**src/rtl/traffic_pkg.sv**
```systemverilog
// rtl/traffic_pkg.sv - shared road indices, sensor bit offsets and emergency FSM encoding
package traffic_pkg;

  localparam int DEF_DEB_CYCLES = 8;
  localparam int DEF_EMG_HOLD   = 16;

  localparam int ROAD_A = 3;
  localparam int ROAD_B = 2;
  localparam int ROAD_C = 1;
  localparam int ROAD_D = 0;

  // Each road owns three adjacent detector bits, density 1 in the top bit
  localparam int SENS_PER_ROAD = 3;
  localparam int S1_OFS = 2;
  localparam int S2_OFS = 1;
  localparam int S3_OFS = 0;

  typedef enum logic [1:0] {
    IDLE  = 2'd0,
    GRANT = 2'd1,
    HOLD  = 2'd2
  } emg_state_t;

  function automatic logic [3:0] pick_road(input logic [3:0] req);
    logic [3:0] g;
    g = '0;
    if (req[ROAD_A])      g[ROAD_A] = 1'b1;
    else if (req[ROAD_B]) g[ROAD_B] = 1'b1;
    else if (req[ROAD_C]) g[ROAD_C] = 1'b1;
    else if (req[ROAD_D]) g[ROAD_D] = 1'b1;
    return g;
  endfunction

endpackage

```
**src/rtl/traffic_sensor_conditioner_if.sv**
```systemverilog
// rtl/traffic_sensor_conditioner_if.sv - raw field inputs and conditioned controller outputs
interface traffic_sensor_conditioner_if;
  logic [11:0] raw_det;
  logic [3:0]  raw_emg;
  logic [11:0] dens;
  logic [3:0]  emg;
  logic        emg_active;
  logic [3:0]  fault;

  modport master (output raw_det, raw_emg, input dens, emg, emg_active, fault);
  modport slave  (input raw_det, raw_emg, output dens, emg, emg_active, fault);
endinterface

```
**src/rtl/bit_debouncer.sv**
```systemverilog
// rtl/bit_debouncer.sv - two-flop synchroniser plus consecutive-sample debounce
module bit_debouncer #(
  parameter int DEB_CYCLES = 8
) (
  input  logic clock,
  input  logic clear,
  input  logic din,
  output logic dout
);

  localparam int CW = $clog2(DEB_CYCLES + 1);

  logic          meta;
  logic          sync;
  logic          st;
  logic [CW-1:0] cnt;

  always_ff @(posedge clock) begin
    if (clear) begin
      meta <= 1'b0;
      sync <= 1'b0;
      st   <= 1'b0;
      cnt  <= '0;
    end else begin
      meta <= din;
      sync <= meta;
      if (sync == st) begin
        cnt <= '0;
      end else if (cnt == CW'(DEB_CYCLES - 1)) begin
        // this disagreeing sample is the DEB_CYCLES-th in a row
        st  <= ~st;
        cnt <= '0;
      end else begin
        cnt <= cnt + CW'(1);
      end
    end
  end

  assign dout = st;

endmodule

```
**src/rtl/traffic_sensor_conditioner.sv**
```systemverilog
// rtl/traffic_sensor_conditioner.sv - debounce, density thermometer cleanup, emergency arbitration
module traffic_sensor_conditioner
  import traffic_pkg::*;
#(
  parameter int DEB_CYCLES = DEF_DEB_CYCLES,
  parameter int EMG_HOLD   = DEF_EMG_HOLD
) (
  input logic clock,
  input logic clear,
  traffic_sensor_conditioner_if.slave bus
);

  localparam int TW = $clog2(EMG_HOLD + 1);

  logic [15:0] raw_all;
  logic [15:0] st_all;
  logic [11:0] st_det;
  logic [3:0]  e;

  assign raw_all = {bus.raw_det, bus.raw_emg};
  assign st_det  = st_all[15:4];
  assign e       = st_all[3:0];

  for (genvar i = 0; i < 16; i++) begin : g_deb
    bit_debouncer #(.DEB_CYCLES(DEB_CYCLES)) u_deb (
      .clock (clock),
      .clear (clear),
      .din   (raw_all[i]),
      .dout  (st_all[i])
    );
  end

  logic [11:0] dens_q, dens_nxt;
  logic [3:0]  fault_q, fault_nxt;

  always_comb begin
    dens_nxt  = '0;
    fault_nxt = '0;
    for (int r = 0; r < 4; r++) begin
      int b;
      b = r * SENS_PER_ROAD;
      dens_nxt[b+S1_OFS] = st_det[b+S1_OFS];
      dens_nxt[b+S2_OFS] = st_det[b+S1_OFS] & st_det[b+S2_OFS];
      dens_nxt[b+S3_OFS] = st_det[b+S1_OFS] & st_det[b+S2_OFS] & st_det[b+S3_OFS];
      fault_nxt[r] = (st_det[b+S2_OFS] & ~st_det[b+S1_OFS]) |
                     (st_det[b+S3_OFS] & ~st_det[b+S2_OFS]);
    end
  end

  emg_state_t    state, state_nxt;
  logic [3:0]    grant, grant_nxt;
  logic          active_q;
  logic [TW-1:0] timer, timer_nxt;

  always_ff @(posedge clock) begin
    if (clear) begin
      dens_q   <= '0;
      fault_q  <= '0;
      state    <= IDLE;
      grant    <= '0;
      active_q <= 1'b0;
      timer    <= '0;
    end else begin
      dens_q   <= dens_nxt;
      fault_q  <= fault_nxt;
      state    <= state_nxt;
      grant    <= grant_nxt;
      active_q <= |grant_nxt;
      timer    <= timer_nxt;
    end
  end

  // Only the granted road is watched outside IDLE; others wait for IDLE
  always_comb begin
    state_nxt = state;
    grant_nxt = grant;
    timer_nxt = timer;
    case (state)
      IDLE: begin
        grant_nxt = '0;
        if (|e) begin
          grant_nxt = pick_road(e);
          state_nxt = GRANT;
        end
      end
      GRANT: begin
        if (!(|(e & grant))) begin
          timer_nxt = TW'(EMG_HOLD - 1);
          state_nxt = HOLD;
        end
      end
      HOLD: begin
        if (|(e & grant)) begin
          state_nxt = GRANT;
        end else if (timer == '0) begin
          state_nxt = IDLE;
          grant_nxt = '0;
        end else begin
          timer_nxt = timer - TW'(1);
        end
      end
      default: begin
        state_nxt = IDLE;
        grant_nxt = '0;
      end
    endcase
  end

  assign bus.dens       = dens_q;
  assign bus.fault      = fault_q;
  assign bus.emg        = grant;
  assign bus.emg_active = active_q;

endmodule

```
**src/flat_wrapper.sv**
```systemverilog
// flat-port wrapper written by rule: the top's interface ports become plain ports
module traffic_sensor_conditioner_flat import traffic_pkg::*;
#(
  parameter int DEB_CYCLES = DEF_DEB_CYCLES,
  parameter int EMG_HOLD   = DEF_EMG_HOLD
)
  (clock, clear, bus_raw_det, bus_raw_emg, bus_dens, bus_emg, bus_emg_active, bus_fault);
  traffic_sensor_conditioner_if bus_i ();
  input logic clock;
  input logic clear;
  input wire logic [$bits(bus_i.raw_det)-1:0] bus_raw_det;
  input wire logic [$bits(bus_i.raw_emg)-1:0] bus_raw_emg;
  output wire logic [$bits(bus_i.dens)-1:0] bus_dens;
  output wire logic [$bits(bus_i.emg)-1:0] bus_emg;
  output wire logic [$bits(bus_i.emg_active)-1:0] bus_emg_active;
  output wire logic [$bits(bus_i.fault)-1:0] bus_fault;
  assign bus_i.raw_det = bus_raw_det;
  assign bus_i.raw_emg = bus_raw_emg;
  assign bus_dens = bus_i.dens;
  assign bus_emg = bus_i.emg;
  assign bus_emg_active = bus_i.emg_active;
  assign bus_fault = bus_i.fault;
  traffic_sensor_conditioner #(.DEB_CYCLES(DEB_CYCLES), .EMG_HOLD(EMG_HOLD)) u_core (.clock(clock), .clear(clear), .bus(bus_i));
endmodule
```
**config.mk**
```make
export PLATFORM = sky130hd
export DESIGN_NAME = traffic_sensor_conditioner_flat
export DESIGN_NICKNAME = d
export VERILOG_FILES = /design/src/rtl/traffic_pkg.sv /design/src/rtl/traffic_sensor_conditioner_if.sv /design/src/rtl/bit_debouncer.sv /design/src/rtl/traffic_sensor_conditioner.sv /design/src/flat_wrapper.sv
export SDC_FILE = /design/constraint.sdc
export NUM_CORES = 1
export LEC_CHECK = 0
export CORE_MARGIN = 2
export CORE_UTILIZATION = 50
export DETAILED_ROUTE_END_ITERATION = 10
export PLACE_DENSITY = 0.81
export SLEW_MARGIN = 20
export SYNTH_ARGS = -nofsm -noshare
export SYNTH_HDL_FRONTEND = slang
export SYNTH_SLANG_ARGS = --single-unit
```
**constraint.sdc**
```tcl
create_clock -name clock -period 1.9 [get_ports clock]
set_clock_uncertainty 0.2 [all_clocks]
set_input_delay 0.285 -clock clock [delete_from_list [all_inputs] [get_ports clock]]
set_output_delay 0.285 -clock clock [all_outputs]
set_load 0.02 [all_outputs]
```
==> results.py <==
metrics = {
    "timing": {
        "fmax_mhz": 540,
        "period_minus_slack_ps": 1850,
        "tightest_slew_ps": 399,
        "finalMaxSlewViolations": 0,
        "setup-violations-final": 0,
        "setup_tns_ps": 0,
        "hold_viol": 0,
        "rsz0062_at_grt": "false",
        "slew-limit-headroom": 0.732,
        "min_period_over_period": 0.974,
    },
    "critical_path": {
        "crit_arrival_ps": 2060,
        "r2r_end": "u_core.bus.emg[2]",
        "critical_path.top_delay_family": "simple AND/OR/NAND/NOR gates",
        "path_max_fanout": 5,
        "cp_num_cells": 6,
        "critPathRequiredTime_ps": 2110,
        "path_class": "reg -> reg",
        "timing.rr.start": "u_core.timer[0]",
        "critPathLaunch": "u_core.timer[0]",
        "rrSetupSlack_ps": 50,
        "cp_cell_sequence": "inv_2 -> ha_2 -> or4b_4 -> nor2_4 -> a21oi_2 -> a22o_1",
        "cp-end-kind": "register",
        "slowest_delay_ps": 500,
        "crit_slowest_cell": "or4b_4",
        "startpoint_type": "register",
        "path_buf_inv": 1,
        "crit_path_end": "u_core.bus.emg[2]",
        "rr_worst_depth": 6,
    },
    "power_and_ir_drop": {
        "clockPowerShare": 0.504,
        "p_leak_uw": 0.00259,
        "power.share.switching": 0.215,
        "seqPwrFrac": 0.473,
        "ir_drop_mv": 1.09,
        "p_per_area_nw_per_um2": 1030,
        "power_frac_comb": 0.023,
        "p_int_uw": 4980,
        "power.total_uw": 6350,
        "p_sw_uw": 1360,
    },
    "global_routing": {
        "grtUsageMet3": 0.0639,
        "grt_use_met2": 0.311,
        "antenna_found_initial": 0,
        "met1_usage": 0.180,
        "grtUsageTotal": 0.171,
        "grt.busiest_layer": "met2",
        "grt-ovfl-total": 0,
        "grt_pass1_vias": 3593,
        "grt_max_degree": 41,
        "grt_pass1_wl_um": 15100,
    },
    "floorplan": {
        "num_io_pins": 39,
        "die_h_um": 104,
        "dieWidth_um": 104,
        "initial_core_util": 0.514,
        "coreArea_um2": 9730,
        "die_area_um2": 10800,
        "fp-row-count": 36,
    },
    "drt": {
        "wl_um": 8680,
        "first_iter_violations": 80,
        "via_per_inst": 5.01,
        "drc_errors": 0,
        "ant_nets": 0,
        "routedWlPerCell_um": 12.6,
        "first_pass_iters": 4,
        "vias": 3459,
    },
    "clock_network": {
        "clock-sinks": 140,
        "root_buffer": "clkbuf_8",
        "cts_setup_buffers": 0,
        "insertion_delay_ps": 520,
        "htree_levels": 4,
        "cts_tree": "done",
        "cts_buffers": 17,
        "cts_buffer_depth": 2,
        "path_clk_slew_ps": 60,
    },
    "yosys": {
        "synth_edf_count": 0,
        "synth_area_um2": 5000,
        "synth_warnings": 0,
        "synth_nets": 524,
        "async_flop_share": 0,
        "syn_avg_cell_area_um2": 10.3,
        "synthFlopType": "dfxtp_1",
        "synth_seq_cells": 140,
        "yosysTopAreaCell": "dfxtp_1",
        "synth_top_area_share": 0.560,
        "synthTopCellsByArea": "dfxtp_1 56%, nor2_1 5.9%, xnor2_1 5.6%",
        "synth_cell_types": 37,
        "postSynthCellCount": 488,
        "ys_seq_area_frac": 0.560,
    },
    "placed_design": {
        "dp.cells": 657,
        "gp_congestion": 0.750,
        "io_buffers": 38,
        "place_area_um2": 5590,
        "hpwl_um": 5790,
    },
    "worst_hold_path": {
        "min_path_type": "in -> reg",
        "holdPathStages": 2,
    },
    "cells_and_area": {
        "stdcell_area_um2": 6180,
        "fillers": 796,
        "finish.net_count": 580,
        "layout-drive-gt1-share": 0.101,
        "layout.cells.non_filler": 690,
        "syn_to_final_growth_pct": 23.6,
        "antenna_cells": 0,
    },
    "run": {
        "maxCapViolations": 0,
    },
    "run_status": {
        "status": "complete, no violations",
    },
}
## through the flow
stage	hold WS, ps	setup slack [ps]	utilization
floorplan	213	107	-
global placement	221	78.6	0.574
detailed placement	222	13.8	0.574
CTS	93.1	4.34	0.633
global route	99.6	7.31	0.636
finish	114	49.6	0.636
## timing repair
| action | CTS | global route |
|---|---|---|
| endpoints found under the hold margin | 5 | 0 |
| pin swaps | 0 | 1 |
| setup endpoints to repair | 21 | 8 |
| hold buffers | 1 | 0 |
| resized for setup | 21 | 8 |
## Yosys cell counts (6+ instances only)
cell      instances
ha_1             18
dfxtp_1         140
xnor2_1          32
inv_1             9
nor2_1           79
nand3b_1         12
and3_1           16
mux2i_1          14
xor2_1           16
clkbuf_1          7
nor2b_1          39
nand3_1          18
a211oi_1          6
nand2_1          17
or3_1             6
nor3_1           15
## how the worst min path moves through the flow
| stage | start | endpoint | slack (ps) |
|---|---|---|---|
| 6_report | bus_raw_det[8] | u_core.g_deb[12].u_deb.meta | 110 |
| 5_1_grt | bus_raw_det[4] | u_core.g_deb[8].u_deb.meta | 100 |
| 4_1_cts | bus_raw_det[6] | u_core.g_deb[10].u_deb.meta | 90 |
| 3_5_place_dp | u_core.g_deb[8].u_deb.meta | u_core.g_deb[8].u_deb.sync | 220 |
| 3_3_place_gp | u_core.g_deb[9].u_deb.meta | u_core.g_deb[9].u_deb.sync | 220 |
| 2_1_floorplan | bus_raw_emg[0] | u_core.g_deb[0].u_deb.meta | 210 |
## power by group through the flow
stage               clock [uW]  combinational, uW  sequential [uW]
finish                    3200                146             3000
global route              3370                163             3000
CTS                       3250                148             3000
detailed placement           0                144             3060
global placement             0                138             3060
floorplan                    0               80.7             3060
## layout make-up
cell class,count,area (um2),share of cell area
Sequential cell,140,2800,0.453
Multi-Input combinational cell,326,2140,0.346
Timing Repair Buffer,50,454,0.0734
Clock buffer,18,428,0.0692
Tap cell,133,166,0.0269
Clock inverter,14,158,0.0255
Inverter,9,33.8,0.00546
## sequential cells by signal, summed over array words and instances, names as in the netlist
register	flops
u_core.g_deb.u_deb.cnt	64
u_core.g_deb.u_deb.dout	16
u_core.g_deb.u_deb.meta	16
u_core.g_deb.u_deb.sync	16
u_core.bus.dens	12
u_core.timer	5
u_core.bus.emg	4
u_core.bus.fault	4
u_core.state	2
u_core.bus.emg_active	1
## cell families after synthesis
| group | count (synthesis) | share of synthesized area |
|---|---|---|
| AO/OA/AOI/OAI | 29 | 0.0438 |
| XOR/XNOR | 48 | 0.0840 |
| adder cells (fa/ha/maj) | 18 | 0.0450 |
| buffers and inverters | 22 | 0.0173 |
| flip-flops | 140 | 0.560 |
| multiplexers | 14 | 0.0280 |
| AND/OR/NAND/NOR | 217 | 0.222 |
## routing by layer
metal	vias up	wire length, um
met5	-	0
met4	0	144
met3	16	339
met2	56	4470
met1	1638	3730
li1	1749	-
## cells in the final DEF (no fill, tap or decap), types with 14 or more instances in the layout
master / instances
clkdlybuf4s50_1: 16
dfxtp_1: 140
xor2_1: 16
nor3_1: 15
nor2_1: 78
nor2b_1: 39
xnor2_1: 32
mux2i_1: 14
dlygate4sd2_1: 21
ha_1: 17
nand2_1: 17
and3_1: 16
nand3_1: 18
clkbuf_16: 16
Note: power is estimated with default switching activity, not from simulation.
==> variant, RTL diff (config.mk and constraints unchanged) <==
Set the package constant `DEF_DEB_CYCLES` to 16 (it was 8).
--- a/src/rtl/traffic_pkg.sv
+++ b/src/rtl/traffic_pkg.sv
@@ -2,5 +2,5 @@
 package traffic_pkg;
 
-  localparam int DEF_DEB_CYCLES = 8;
+  localparam int DEF_DEB_CYCLES = 16;
   localparam int DEF_EMG_HOLD   = 16;
 
Function: no difference found for any inputs over 10 cycles, from zero or initial values; that may be too few to reach the edited logic, so the function may still have changed.
==> variant against the original RTL <==
Synthesized area is 12% higher. Final area increased by 9.6%. Highest routed layer unchanged. Combinational power down 3%. Maximum frequency is 1.9% higher. Sequential cell count rose by 16. Utilization decreased by 1.3 points. Synthesized cell count is 11% higher. Setup slack improved by 0.034 ns. Count of clock-buffer cells in the layout is 1 lower. Routed wire length rose by 0.61%. Total power is 5.1% higher.
==> variant: results (changes against the original RTL) <==
- Fin Hold WS: 0.0999 ns (-0.0140 ns)
- Pre-CTS WS: 0.0243 ns (+0.0105 ns)
- Reg-to-Reg End: u_core.g_deb[12].u_deb.cnt[3]
- Via count: 3670 (+6.1%)
- Synth top cells by count: dfxtp_1, nor2_1, nor2b_1
- Detailed Place HPWL: 6.13 mm (+5.9%)
- Max FFs per register: 80 (+25%)
- Share of cells above drive strength 1: 0.0931 (-0.00740)
- Sequential fraction of the synthesis area: 0.557 (-0.00300)
- Hold path start: bus_raw_det[5]
- Total length of routed wires: 8.73 mm (+0.61%)
- Gp weighted congestion: 0.759 (+1.1%)
- Reg2reg start: u_core.g_deb[12].u_deb.cnt[0]
- Largest net degree at the start of global routing: 47 (+15%)
- Nets: 651 (+12%)
- Total GRT Usage: 0.163 (-0.00772)
- Critical Path AT: 2.08 ns (+0.02 ns)
- Net switching power: 1.49 mW (+9.7%)
- Synth Net Count: 596 (+14%)
- First-pass GRT wire length: 15.4 mm (+1.6%)
- Diode count: 0 (unchanged)
- Post-DP Area: 6190 um^2 (+11%)
- Syn_area_per_cell: 10.3 um^2 (+0.50%)
- Cells on worst reg2reg path: 5 (-1)
- Flop2flop setup slack: 0.08 ns (+0.03 ns)
- Slew @ Worst Pin: 0.502 ns (+0.103 ns)
- Worst-Skew Late Latency: 0.54 ns (+0.02 ns)
- Hold endpoint: u_core.g_deb[9].u_deb.meta
- LEAKAGE: 2.75 nW (+6.0%)
- Cell count after placement: 719 (+9.4%)
- Status: finished clean
-- variant: changes by cell type after synthesis, moves of 4 or more --
cell      unedited run  this run
nand2_1             17         1
inv_1                9        37
nor2_1              79       106
nand3b_1            12         0
or3_1                6        16
nor3_1              15         3
ha_1                18        34
and3_1              16        20
dfxtp_1            140       156
-- variant: cells by family after synthesis --
logic type | Yosys count | share of synthesized area
compound gates | 26 | 0.0379
mux | 17 | 0.0304
fa+ha+maj | 34 | 0.0759
buf+inv | 47 | 0.0328
xor+xnor | 48 | 0.0750
flops | 156 | 0.557
simple gates | 216 | 0.191
-- variant: power by group through the flow --
stage | Clock (mW) | Sequential, mW | Combinational, mW
final | 3.19 | 3.33 | 0.141
after CTS | 3.25 | 3.33 | 0.139
after floorplan | 0 | 3.40 | 0.0793
after global routing | 3.39 | 3.34 | 0.158
after global placement | 0 | 3.40 | 0.131
after detailed placement | 0 | 3.41 | 0.136
-- variant: worst max path at each step --
stage | cells past startpoint | slack [ns] | endpoint
detailed placement | 6 | 0.02 | u_core.timer[1]
CTS | 6 | 0.02 | u_core.bus.emg[3]
global placement | 6 | 0.1 | u_core.bus.emg[3]
global route | 5 | 0.004 | u_core.g_deb[4].u_deb.cnt[3]
floorplan | 5 | 0.19 | u_core.timer[4]
finish | 5 | 0.08 | u_core.g_deb[12].u_deb.cnt[3]
-- variant: metal layers --
layer	vias to the layer above	wire [um]	GRT usage
met4	0	130	0.0850
li1	1894	-	-
met1	1711	3750	0.177
met3	11	289	0.0468
met2	54	4560	0.288
met5	-	0	0
-- variant: final cells by class --
cell class | instances | share of cell area
Sequential cell | 156 | 0.461
Multi-Input combinational cell | 341 | 0.346
Timing Repair Buffer | 46 | 0.0644
Clock buffer | 17 | 0.0611
Tap cell | 140 | 0.0258
Clock inverter | 15 | 0.0221
Inverter | 37 | 0.0205
-- variant: repair_timing --
action | CTS | global route
gates cloned | 0 | 0
endpoints found under the setup margin | 22 | 17
resized for setup | 22 | 9
endpoints found under the hold margin | 21 | 0
hold buffers | 1 | 0
-- variant: critical path, cell delays in order, from the launching register on --
cell	delay, ns
dfxtp_1	0.33
ha_1	0.22
and3_1	0.20
ha_1	0.23
or3_1	0.45
nor2_1	0.12
